<file path="config.mk">
export PLATFORM = sky130hd
export DESIGN_NAME = creg_arbiter_flat
export DESIGN_NICKNAME = d
export VERILOG_FILES = /design/src/rtl/creg_pkg.sv /design/src/rtl/creg_arbiter_if.sv /design/src/rtl/creg_arbiter_rr_pick.sv /design/src/rtl/creg_arbiter.sv /design/src/flat_wrapper.sv
export SDC_FILE = /design/constraint.sdc
export NUM_CORES = 1
export LEC_CHECK = 0
export CAP_MARGIN = 15
export CORE_UTILIZATION = 30
export CTS_BUF_LIST = sky130_fd_sc_hd__clkbuf_4
export DETAILED_ROUTE_END_ITERATION = 7
export GPL_ROUTABILITY_DRIVEN = 0
export PLACE_DENSITY = 0.81
export SYNTH_ARGS = -nofsm -noshare
export SYNTH_HDL_FRONTEND = slang
export SYNTH_HIERARCHICAL = 1
export SYNTH_SLANG_ARGS = --single-unit
</file>
<file path="constraint.sdc">
create_clock -name CLK -period 3.35 [get_ports CLK]
set_input_delay 0.67 -clock CLK [delete_from_list [all_inputs] [get_ports CLK]]
set_output_delay 0.67 -clock CLK [all_outputs]
set_load 0.02 [all_outputs]
</file>
<file path="src/rtl/creg_pkg.sv">
// Shared types and constants for the common register file (CREG) write-port arbitration.
// Latency: none (declarations only).
// Backpressure: none (declarations only).
package creg_pkg;

    // Register index of the common register file shared between processors.
    localparam logic [4:0] CREG_IDX = 5'd26;
    localparam int REG_W  = 5;
    localparam int DATA_W = 32;

    typedef enum logic {
        UNLOCKED = 1'b0,
        LOCKED   = 1'b1
    } state_t;

    // Width of a requester index; never narrower than one bit.
    function automatic int idx_w(input int n);
        return (n > 1) ? $clog2(n) : 1;
    endfunction

endpackage

</file>
<file path="src/rtl/creg_arbiter_if.sv">
// Bundle of requester-side and register-file-side signals of the CREG arbiter.
// Latency: none (wiring only).
// Backpressure: grant/stall flow from slave (arbiter) to master (processor cluster).
// Ports: wr_req/rd_req/lock/wr_dst/wr_data in from processors; grant/stall back to them;
//        rf_we/rf_dst/rf_data to the shared register file; locked/owner/lock_err/conflict_cnt status.
interface creg_arbiter_if #(
    parameter int NREQ = 2
);
    import creg_pkg::*;

    localparam int PTR_W = idx_w(NREQ);

    logic [NREQ-1:0]        wr_req;
    logic [NREQ-1:0]        rd_req;
    logic [NREQ-1:0]        lock;
    logic [NREQ*REG_W-1:0]  wr_dst;
    logic [NREQ*DATA_W-1:0] wr_data;
    logic [NREQ-1:0]        grant;
    logic [NREQ-1:0]        stall;
    logic                   rf_we;
    logic [REG_W-1:0]       rf_dst;
    logic [DATA_W-1:0]      rf_data;
    logic                   locked;
    logic [PTR_W-1:0]       owner;
    logic                   lock_err;
    logic [15:0]            conflict_cnt;

    modport master (
        output wr_req, rd_req, lock, wr_dst, wr_data,
        input  grant, stall, rf_we, rf_dst, rf_data, locked, owner, lock_err, conflict_cnt
    );

    modport slave (
        input  wr_req, rd_req, lock, wr_dst, wr_data,
        output grant, stall, rf_we, rf_dst, rf_data, locked, owner, lock_err, conflict_cnt
    );

endinterface

</file>
<file path="src/rtl/creg_arbiter_rr_pick.sv">
// Round-robin picker: one-hot grant to the first asserted req at or above ptr, wrapping.
// Latency: purely combinational.
// Backpressure: none; losers are simply not granted.
// Ports: req (request vector), ptr (highest-priority index), grant (one-hot or zero).
module rr_pick
    import creg_pkg::*;
#(
    parameter int NREQ = 2
) (
    input  logic [NREQ-1:0]        req,
    input  logic [idx_w(NREQ)-1:0] ptr,
    output logic [NREQ-1:0]        grant
);

    logic found;

    // Two passes: first the indices at or above ptr, then the wrapped lower ones.
    always_comb begin
        grant = '0;
        found = 1'b0;
        for (int i = 0; i < NREQ; i++) begin
            if (!found && req[i] && (i >= int'(ptr))) begin
                grant[i] = 1'b1;
                found    = 1'b1;
            end
        end
        for (int i = 0; i < NREQ; i++) begin
            if (!found && req[i]) begin
                grant[i] = 1'b1;
                found    = 1'b1;
            end
        end
    end

endmodule

</file>
<file path="src/rtl/creg_arbiter.sv">
// Round-robin arbiter and exclusive-lock controller for the shared CREG write port.
// Latency: grant/stall/rf_* combinational (zero cycles); locked/owner/lock_err/conflict_cnt registered.
// Backpressure: losing or locked-out requesters see stall and hold their request until granted.
// Ports: CLK, RST (async active-high); bus (slave modport of creg_arbiter_if).
module creg_arbiter
    import creg_pkg::*;
#(
    parameter int NREQ     = 2,
    parameter int LOCK_MAX = 64
) (
    input  logic         CLK,
    input  logic         RST,
    creg_arbiter_if.slave bus
);

    localparam int PTR_W  = idx_w(NREQ);
    localparam int HOLD_W = $clog2(LOCK_MAX + 1);
    localparam logic [HOLD_W-1:0] HOLD_MAX = HOLD_W'(LOCK_MAX);

    state_t              state_q, state_d;
    logic [PTR_W-1:0]    rr_ptr_q, rr_ptr_d;
    logic [PTR_W-1:0]    owner_q, owner_d;
    logic [HOLD_W-1:0]   hold_cnt_q, hold_cnt_d;
    logic [15:0]         conflict_cnt_q, conflict_cnt_d;
    logic                lock_err_q, lock_err_d;

    logic [NREQ-1:0]     rr_grant;
    logic [NREQ-1:0]     grant;
    logic [NREQ-1:0]     stall;
    logic [PTR_W-1:0]    gnt_idx;
    logic                gnt_any;
    logic [REG_W-1:0]    rf_dst;
    logic [DATA_W-1:0]   rf_data;

    function automatic logic [PTR_W-1:0] ptr_inc(input logic [PTR_W-1:0] p);
        return (p == PTR_W'(NREQ - 1)) ? '0 : p + PTR_W'(1);
    endfunction

    rr_pick #(.NREQ(NREQ)) u_pick (
        .req   (bus.wr_req),
        .ptr   (rr_ptr_q),
        .grant (rr_grant)
    );

    // While locked only the owner may write; reset forces every grant low.
    always_comb begin
        grant = '0;
        if (!RST) begin
            if (state_q == LOCKED) begin
                grant[owner_q] = bus.wr_req[owner_q];
            end else begin
                grant = rr_grant;
            end
        end
    end

    // Grant is one-hot, so the last match is the only match.
    always_comb begin
        gnt_idx = '0;
        rf_dst  = '0;
        rf_data = '0;
        for (int i = 0; i < NREQ; i++) begin
            if (grant[i]) begin
                gnt_idx = PTR_W'(i);
                rf_dst  = bus.wr_dst[REG_W*i +: REG_W];
                rf_data = bus.wr_data[DATA_W*i +: DATA_W];
            end
        end
    end

    assign gnt_any = |grant;

    // Non-owners are also frozen on reads while locked so they cannot observe
    // shared state halfway through the owner's read-modify-write.
    always_comb begin
        stall = '0;
        for (int i = 0; i < NREQ; i++) begin
            if (!RST) begin
                stall[i] = (bus.wr_req[i] & ~grant[i]) |
                           ((state_q == LOCKED) && (owner_q != PTR_W'(i)) && bus.rd_req[i]);
            end
        end
    end

    always_comb begin
        state_d        = state_q;
        rr_ptr_d       = rr_ptr_q;
        owner_d        = owner_q;
        hold_cnt_d     = hold_cnt_q;
        lock_err_d     = 1'b0;
        conflict_cnt_d = conflict_cnt_q;

        if ((|(bus.wr_req & ~grant)) && (conflict_cnt_q != 16'hFFFF)) begin
            conflict_cnt_d = conflict_cnt_q + 16'd1;
        end

        case (state_q)
            UNLOCKED: begin
                if (gnt_any) begin
                    rr_ptr_d = ptr_inc(gnt_idx);
                    // Only the granted requester can acquire, which settles simultaneous lock requests.
                    if (bus.lock[gnt_idx]) begin
                        state_d    = LOCKED;
                        owner_d    = gnt_idx;
                        hold_cnt_d = HOLD_W'(1);
                    end
                end
            end
            LOCKED: begin
                if (!bus.lock[owner_q]) begin
                    state_d    = UNLOCKED;
                    owner_d    = '0;
                    hold_cnt_d = '0;
                end else if (hold_cnt_q == HOLD_MAX) begin
                    // Forced release: hand priority to the next requester so the
                    // former owner cannot immediately re-acquire over a waiter.
                    state_d    = UNLOCKED;
                    owner_d    = '0;
                    hold_cnt_d = '0;
                    lock_err_d = 1'b1;
                    rr_ptr_d   = ptr_inc(owner_q);
                end else begin
                    hold_cnt_d = hold_cnt_q + HOLD_W'(1);
                end
            end
            default: state_d = UNLOCKED;
        endcase
    end

    always_ff @(posedge CLK or posedge RST) begin
        if (RST) begin
            state_q        <= UNLOCKED;
            rr_ptr_q       <= '0;
            owner_q        <= '0;
            hold_cnt_q     <= '0;
            conflict_cnt_q <= '0;
            lock_err_q     <= 1'b0;
        end else begin
            state_q        <= state_d;
            rr_ptr_q       <= rr_ptr_d;
            owner_q        <= owner_d;
            hold_cnt_q     <= hold_cnt_d;
            conflict_cnt_q <= conflict_cnt_d;
            lock_err_q     <= lock_err_d;
        end
    end

    assign bus.grant        = grant;
    assign bus.stall        = stall;
    assign bus.rf_we        = gnt_any;
    assign bus.rf_dst       = rf_dst;
    assign bus.rf_data      = rf_data;
    assign bus.locked       = (state_q == LOCKED);
    assign bus.owner        = owner_q;
    assign bus.lock_err     = lock_err_q;
    assign bus.conflict_cnt = conflict_cnt_q;

endmodule

</file>
<file path="src/flat_wrapper.sv">
// flat-port wrapper written by rule: the top's interface ports become plain ports
module creg_arbiter_flat import creg_pkg::*;
#(
    parameter int NREQ     = 2,
    parameter int LOCK_MAX = 64
)
  (CLK, RST, bus_wr_req, bus_rd_req, bus_lock, bus_wr_dst, bus_wr_data, bus_grant, bus_stall, bus_rf_we, bus_rf_dst, bus_rf_data, bus_locked, bus_owner, bus_lock_err, bus_conflict_cnt);
  creg_arbiter_if #(.NREQ(NREQ)) bus_i ();
  input  logic CLK;
  input  logic RST;
  input wire logic [$bits(bus_i.wr_req)-1:0] bus_wr_req;
  input wire logic [$bits(bus_i.rd_req)-1:0] bus_rd_req;
  input wire logic [$bits(bus_i.lock)-1:0] bus_lock;
  input wire logic [$bits(bus_i.wr_dst)-1:0] bus_wr_dst;
  input wire logic [$bits(bus_i.wr_data)-1:0] bus_wr_data;
  output wire logic [$bits(bus_i.grant)-1:0] bus_grant;
  output wire logic [$bits(bus_i.stall)-1:0] bus_stall;
  output wire logic [$bits(bus_i.rf_we)-1:0] bus_rf_we;
  output wire logic [$bits(bus_i.rf_dst)-1:0] bus_rf_dst;
  output wire logic [$bits(bus_i.rf_data)-1:0] bus_rf_data;
  output wire logic [$bits(bus_i.locked)-1:0] bus_locked;
  output wire logic [$bits(bus_i.owner)-1:0] bus_owner;
  output wire logic [$bits(bus_i.lock_err)-1:0] bus_lock_err;
  output wire logic [$bits(bus_i.conflict_cnt)-1:0] bus_conflict_cnt;
  assign bus_i.wr_req = bus_wr_req;
  assign bus_i.rd_req = bus_rd_req;
  assign bus_i.lock = bus_lock;
  assign bus_i.wr_dst = bus_wr_dst;
  assign bus_i.wr_data = bus_wr_data;
  assign bus_grant = bus_i.grant;
  assign bus_stall = bus_i.stall;
  assign bus_rf_we = bus_i.rf_we;
  assign bus_rf_dst = bus_i.rf_dst;
  assign bus_rf_data = bus_i.rf_data;
  assign bus_locked = bus_i.locked;
  assign bus_owner = bus_i.owner;
  assign bus_lock_err = bus_i.lock_err;
  assign bus_conflict_cnt = bus_i.conflict_cnt;
  creg_arbiter #(.NREQ(NREQ), .LOCK_MAX(LOCK_MAX)) u_core (.CLK(CLK), .RST(RST), .bus(bus_i));
endmodule
</file>
Yosys cells after proc, flatten, opt, wreduce, memory -nomap -nowiden --
Index checks and enable logic that the tools add are counted.
Storage, ports and cells: input bits 82, register bits after elaboration 27, output and inout port bits 61, word-level logic and storage cells 97
Operators by class: multiplexer cells 47, reduce and logical (&&, ||, !) cells 18, $add $sub $neg 4, order comparisons 4, bitwise gates (word level) 11, equality and inequality tests 7
Operators with widths (number):
- $mux 32 | 2
- $mux 1 | 32
- $mux 7 | 4
- $add 16x1->16 const B | 1
- $ne 16x16->1 const B | 1
- $pmux 7 s2 | 1
- $logic_and 1x1->1 | 10
- $mux 5 | 2
- $add 7x1->7 const B | 1
- $eq 7x7->1 const B | 1
- $ne 2x2->1 const B | 3
- $pmux 1 s2 | 3
- $reduce_and 3->1 | 2
- $and 2x2->2 | 2
- $lt 1x2->1 const B | 2
- $mux 2 | 2
- $not 1->1 | 4
- $reduce_or 2->1 | 2
- $logic_not 1->1 | 3
- $ne 3x3->1 const B | 1
- $add 1x1->1 const B | 2
- $and 1x1->1 | 2
- $ne 2x1->1 const B | 1
- $not 2->2 | 1
- 5 further kinds | 6

Depth between registers and ports, before layout --
depth after elaboration 20, gate-level depth with buffers 8, depth with buffers taken out 7

By module --
The synthesis kept the hierarchy.
By module, submodules not included:
- creg_arbiter | area each 1975.6 um2, sequential area each 675.6 um2, instances 1, cells each 205
- rr_pick | area each 18.8 um2, sequential area each 0.0 um2, instances 1, cells each 3

Worst setup path after synthesis --
OpenSTA, ideal clock, no wires.
path type input port to output port, from in RST, to out bus_rf_data[10], stages on the path 6, path slack 268 ps, arrival time 2412 ps, data required time 2680 ps, buffers on the path 3, path through clkbuf_2 inv_1 o21a_1 clkbuf_1 clkbuf_1 a22o_1
Between the ends: word-level cells in the longest chain between the ends 3
Ends and longest elaborated chain:
- start, declared | RTL line flat_wrapper.sv:10 | input logic RST;
- $mux 2 (*) | RTL line creg_arbiter.sv:48 | if (!RST) begin
- $mux 32 | RTL line creg_arbiter.sv:63 | if (grant[i]) begin
- $mux 32 (*) | RTL line creg_arbiter.sv:63
- end, declared | RTL line flat_wrapper.sv:20 | output wire logic [$bits(bus_i.rf_data)-1:0] bus_rf_data;
Every way passes the cells marked *; elsewhere a longest branch is shown, timed or not.

Worst setup path after layout --
from in bus_wr_req[0], to out bus_rf_data[15]
Between the ends: word-level cells in the longest chain between the ends 14, elaborated cells between the ends (all ways) 20, classes of those cells 12 x mux; 1 x bitwise; 7 x reduce/logical
Ends and longest elaborated chain:
- start, declared | RTL line flat_wrapper.sv:11 | input wire logic [$bits(bus_i.wr_req)-1:0] bus_wr_req;
- $logic_and 1x1->1 | RTL line creg_arbiter_rr_pick.sv:22 | if (!found && req[i] && (i >= int'(ptr))) begin
- $mux 1 | RTL line creg_arbiter_rr_pick.sv:22
- $logic_not 1->1 | RTL line creg_arbiter_rr_pick.sv:22
- $logic_and 1x1->1 | RTL line creg_arbiter_rr_pick.sv:22
- $mux 1 | RTL line creg_arbiter_rr_pick.sv:22
- $logic_not 1->1 | RTL line creg_arbiter_rr_pick.sv:28 | if (!found && req[i]) begin
- $logic_and 1x1->1 | RTL line creg_arbiter_rr_pick.sv:28
- $mux 1 | RTL line creg_arbiter_rr_pick.sv:28
- $logic_not 1->1 | RTL line creg_arbiter_rr_pick.sv:28
- $logic_and 1x1->1 | RTL line creg_arbiter_rr_pick.sv:28
- $mux 1 (*) | RTL line creg_arbiter_rr_pick.sv:28
- net u_core.rr_grant[1] | RTL line creg_arbiter.sv:27 | logic [NREQ-1:0] rr_grant;
- $mux 2 (*) | RTL line creg_arbiter.sv:49 | if (state_q == LOCKED) begin
- $mux 2 (*) | RTL line creg_arbiter.sv:48
- $mux 32 (*) | RTL line creg_arbiter.sv:63
The timed path passes the listed nets; every way through them passes the cells marked *. The select of a mux whose other input is x is not followed.

==> flow_summary.json <==
{
  "dieArea_um2": 6980,
  "antenna_found_initial": 0,
  "yosys.area.top_type": "dfrtp_1",
  "wl_per_cell_um": 17.0,
  "ys_ff_latch": 27,
  "synth_area_um2": 1990,
  "path_max_fanout": 10,
  "worst_hold_path.num_cells": 1,
  "fmax_ghz": 0.306,
  "ir_drop_v": 0.000355,
  "synth_fp_nets": 293,
  "power.density_nw_per_um2": 570,
  "clock-sinks": 27,
  "initial_core_util": 0.312,
  "dpl-instance-area_um2": 3500,
  "finalCriticalPeriod_ps": 3270,
  "vias": 2245,
  "overflow": 0,
  "cts_tree": "done",
  "worst_setup_path_start_kind": "input port",
  "p_comb_frac": 0.649,
  "placementRows": 29,
  "finalCritPeriodShare": 0.975,
  "r2r-end": "u_core/bus.conflict_cnt[1]",
  "finalMaxSlewViolations": 0,
  "cts-root-buf": "clkbuf_4",
  "synthDistinctLibCells": 52,
  "seq_power_share": 0.282,
  "rsz0062_at_grt": "false",
  "core-area_um2": 6390,
  "yosys.area.top_type_share": 0.339,
  "synth_common_cells": "a22o_1, dfrtp_1, nor2_1",
  "rr_worst_depth": 6,
  "ys_warn_count": 6,
  "finalPower_mw": 2.04,
  "drv_cap": 0,
  "clk_path_buf_depth": 2,
  "seq_area_frac_synth": 0.339,
  "clk_pin_slew_worst_paths_ps": 130,
  "setup_slack_ps": 83.4,
  "intPower_mw": 1.15,
  "hold_end": "u_core/hold_cnt_q[6]",
  "via_per_inst": 5.18,
  "fin_worst_skew_ps": 2.01,
  "hold_viol": 0,
  "fp.dieW_um": 83.5,
  "reg2reg_from": "u_core/bus.conflict_cnt[0]",
  "hold_path_class": "reg2reg",
  "io_pins": 143,
  "grt_pass1_vias": 2173,
  "fin_tns_setup_ps": 0,
  "grt_max_degree": 41,
  "power.share.clock": 0.069,
  "route.detailed.drc": 0,
  "area_growth_pct": 79.6,
  "crit_arrival_ps": 2600,
  "synth_area_leaders": "dfrtp_1, a22o_1, xor2_1",
  "slew_headroom": 0.401,
  "portBuffers": 142,
  "worstSetupPathType": "in2out",
  "end_kind": "output pin",
  "postLayoutCellArea_um2": 3580,
  "postRouteAntennaNets": 0,
  "async_flop_share": 1.00,
  "crit_required_ps": 2680,
  "switching_power_uw": 892,
  "cts_made_buffers": 3,
  "synthCells": 208,
  "dr.first_iter.drc_count": 132,
  "ff2ff_setup_slack_ps": 960,
  "layout.nets": 442,
  "track_usage": 0.205,
  "setup_viol": 0,
  "tightest_slew_ps": 890,
  "first_pass_iters": 4,
  "fp.dieH_um": 83.5,
  "drive_above_1_share": 0.213,
  "synth_edf_count": 0,
  "diodes": 0,
  "holdWs_ps": 507,
  "dp_hpwl_mm": 5.61,
  "finalWirelength_mm": 7.36,
  "htree_levels": 1,
  "avgSynthCellArea_um2": 9.59,
  "synth_most_common_cell": "a22o_1",
  "ys.flop_type": "dfrtp_1",
  "clock_latency_ps": 310,
  "p_leak_nw": 1.53,
  "post-place-ws_ps": -403,
  "outcome": "finished clean",
  "grt_pass1_wl_mm": 11.5,
  "switching_share": 0.437,
  "hp-start": "u_core/hold_cnt_q[6]"
}
==> placed cells by master (no fill, tap or decap), types with 2 or more instances in the layout <==
| cell | Yosys | routed |
|---|---|---|
| buf_12 | 0 | 2 |
| or2_2 | 2 | 2 |
| buf_6 | 6 | 3 |
| inv_1 | 6 | 6 |
| and3_1 | 3 | 3 |
| ha_1 | 3 | 3 |
| o21ai_1 | 4 | 4 |
| xor2_1 | 13 | 13 |
| buf_4 | 2 | 22 |
| clkdlybuf4s15_2 | 0 | 16 |
| xnor2_1 | 2 | 2 |
| clkbuf_4 | 0 | 4 |
| nand4_1 | 6 | 6 |
| nor2_1 | 14 | 14 |
| nand2b_1 | 4 | 4 |
| o21ai_0 | 6 | 6 |
| nand3_1 | 7 | 7 |
| dfrtp_1 | 27 | 27 |
| nor3_1 | 10 | 10 |
| clkdlybuf4s50_1 | 0 | 102 |
| clkbuf_16 | 0 | 2 |
| a21oi_1 | 6 | 6 |
| dlygate4sd2_1 | 0 | 2 |
| a22o_1 | 37 | 37 |
| nor4_1 | 4 | 4 |
| buf_2 | 3 | 10 |
| nor2b_1 | 2 | 2 |
| nand2_1 | 8 | 8 |
==> per-layer routing <==
layer  wire length (um)  global-route usage  vias up
met3                339              0.0287        6
met4                 70              0.0370        0
met2               3510               0.344       76
met1               3440               0.285     1087
met5                  0                   0        -
li1                   -                   -     1076
==> sequential cells by signal (all words and copies together), names as in the netlist <==
| register | count |
|---|---|
| u_core/bus.locked | 1 |
| u_core/bus.owner | 1 |
| u_core/bus.conflict_cnt | 16 |
| u_core/rr_ptr_q | 1 |
| u_core/hold_cnt_q | 7 |
| u_core/bus.lock_err | 1 |
==> worst max-delay path by stage <==
stage / start / endpoint / slack (ps) / cells after the start
after global routing: bus_wr_req[0] / bus_rf_dst[1] / 20 / 10
after detailed placement: bus_wr_req[0] / bus_rf_data[15] / -400 / 7
after CTS: bus_wr_req[0] / bus_rf_data[25] / -50 / 7
final: bus_wr_req[0] / bus_rf_data[15] / 80 / 10
after global placement: bus_wr_req[0] / bus_rf_data[15] / -320 / 7
after floorplan: RST / bus_rf_data[10] / 270 / 6
==> metrics by stage <==
stage          utilization  instances
2_1_floorplan            -        208
3_3_place_gp         0.548        422
3_5_place_dp         0.548        422
4_1_cts              0.548        429
5_1_grt              0.561        433
6_report             0.561        433
==> power groups by stage <==
stage,clock (mW),combinational [mW],sequential (mW)
2_1_floorplan,0,0.697,0.619
3_3_place_gp,0,1.28,0.572
3_5_place_dp,0,1.31,0.580
4_1_cts,0.150,1.28,0.575
5_1_grt,0.164,1.42,0.599
6_report,0.140,1.32,0.576
==> worst max-delay path, stage by stage <==
cell,delay (ps)
clkdlybuf4s50_1,500
buf_6,130
a21boi_1,70
nor2b_4,140
a2111oi_4,270
buf_4,200
buf_4,150
buf_12,130
a22o_1,190
buf_6,130
==> kinds of logic (layout without fill, tap and decap cells) <==
family,count (synthesis),after routing,synth area share
XOR/XNOR,15,15,0.0659
adder cells (fa/ha/maj),3,3,0.0188
multiplexers,3,3,0.0163
AND/OR/NAND/NOR,71,71,0.208
buffers and inverters,22,170,0.0703
flip-flops,27,27,0.339
AO/OA/AOI/OAI,67,67,0.282
==> area by class of cell <==
cell class | instances | area, um^2
well taps | 77 | 96.3
multi-input cells | 159 | 1190
flip-flops and latches | 27 | 676
repair buffers | 160 | 1570
fillers | 573 | 2800
clock buffers | 4 | 30.0
inverters | 6 | 22.5
==> what timing repair did <==
| action | 4_1_cts | 5_1_grt |
|---|---|---|
| resized for setup | 137 | 15 |
| pin swaps | 1 | 2 |
| hold endpoints to repair | 0 | 0 |
| setup buffers | 2 | 2 |
| endpoints found under the setup margin | 39 | 37 |
| hold buffers | 0 | 0 |
| gates cloned | 1 | 2 |
Note: power is estimated with default switching activity, not from simulation.
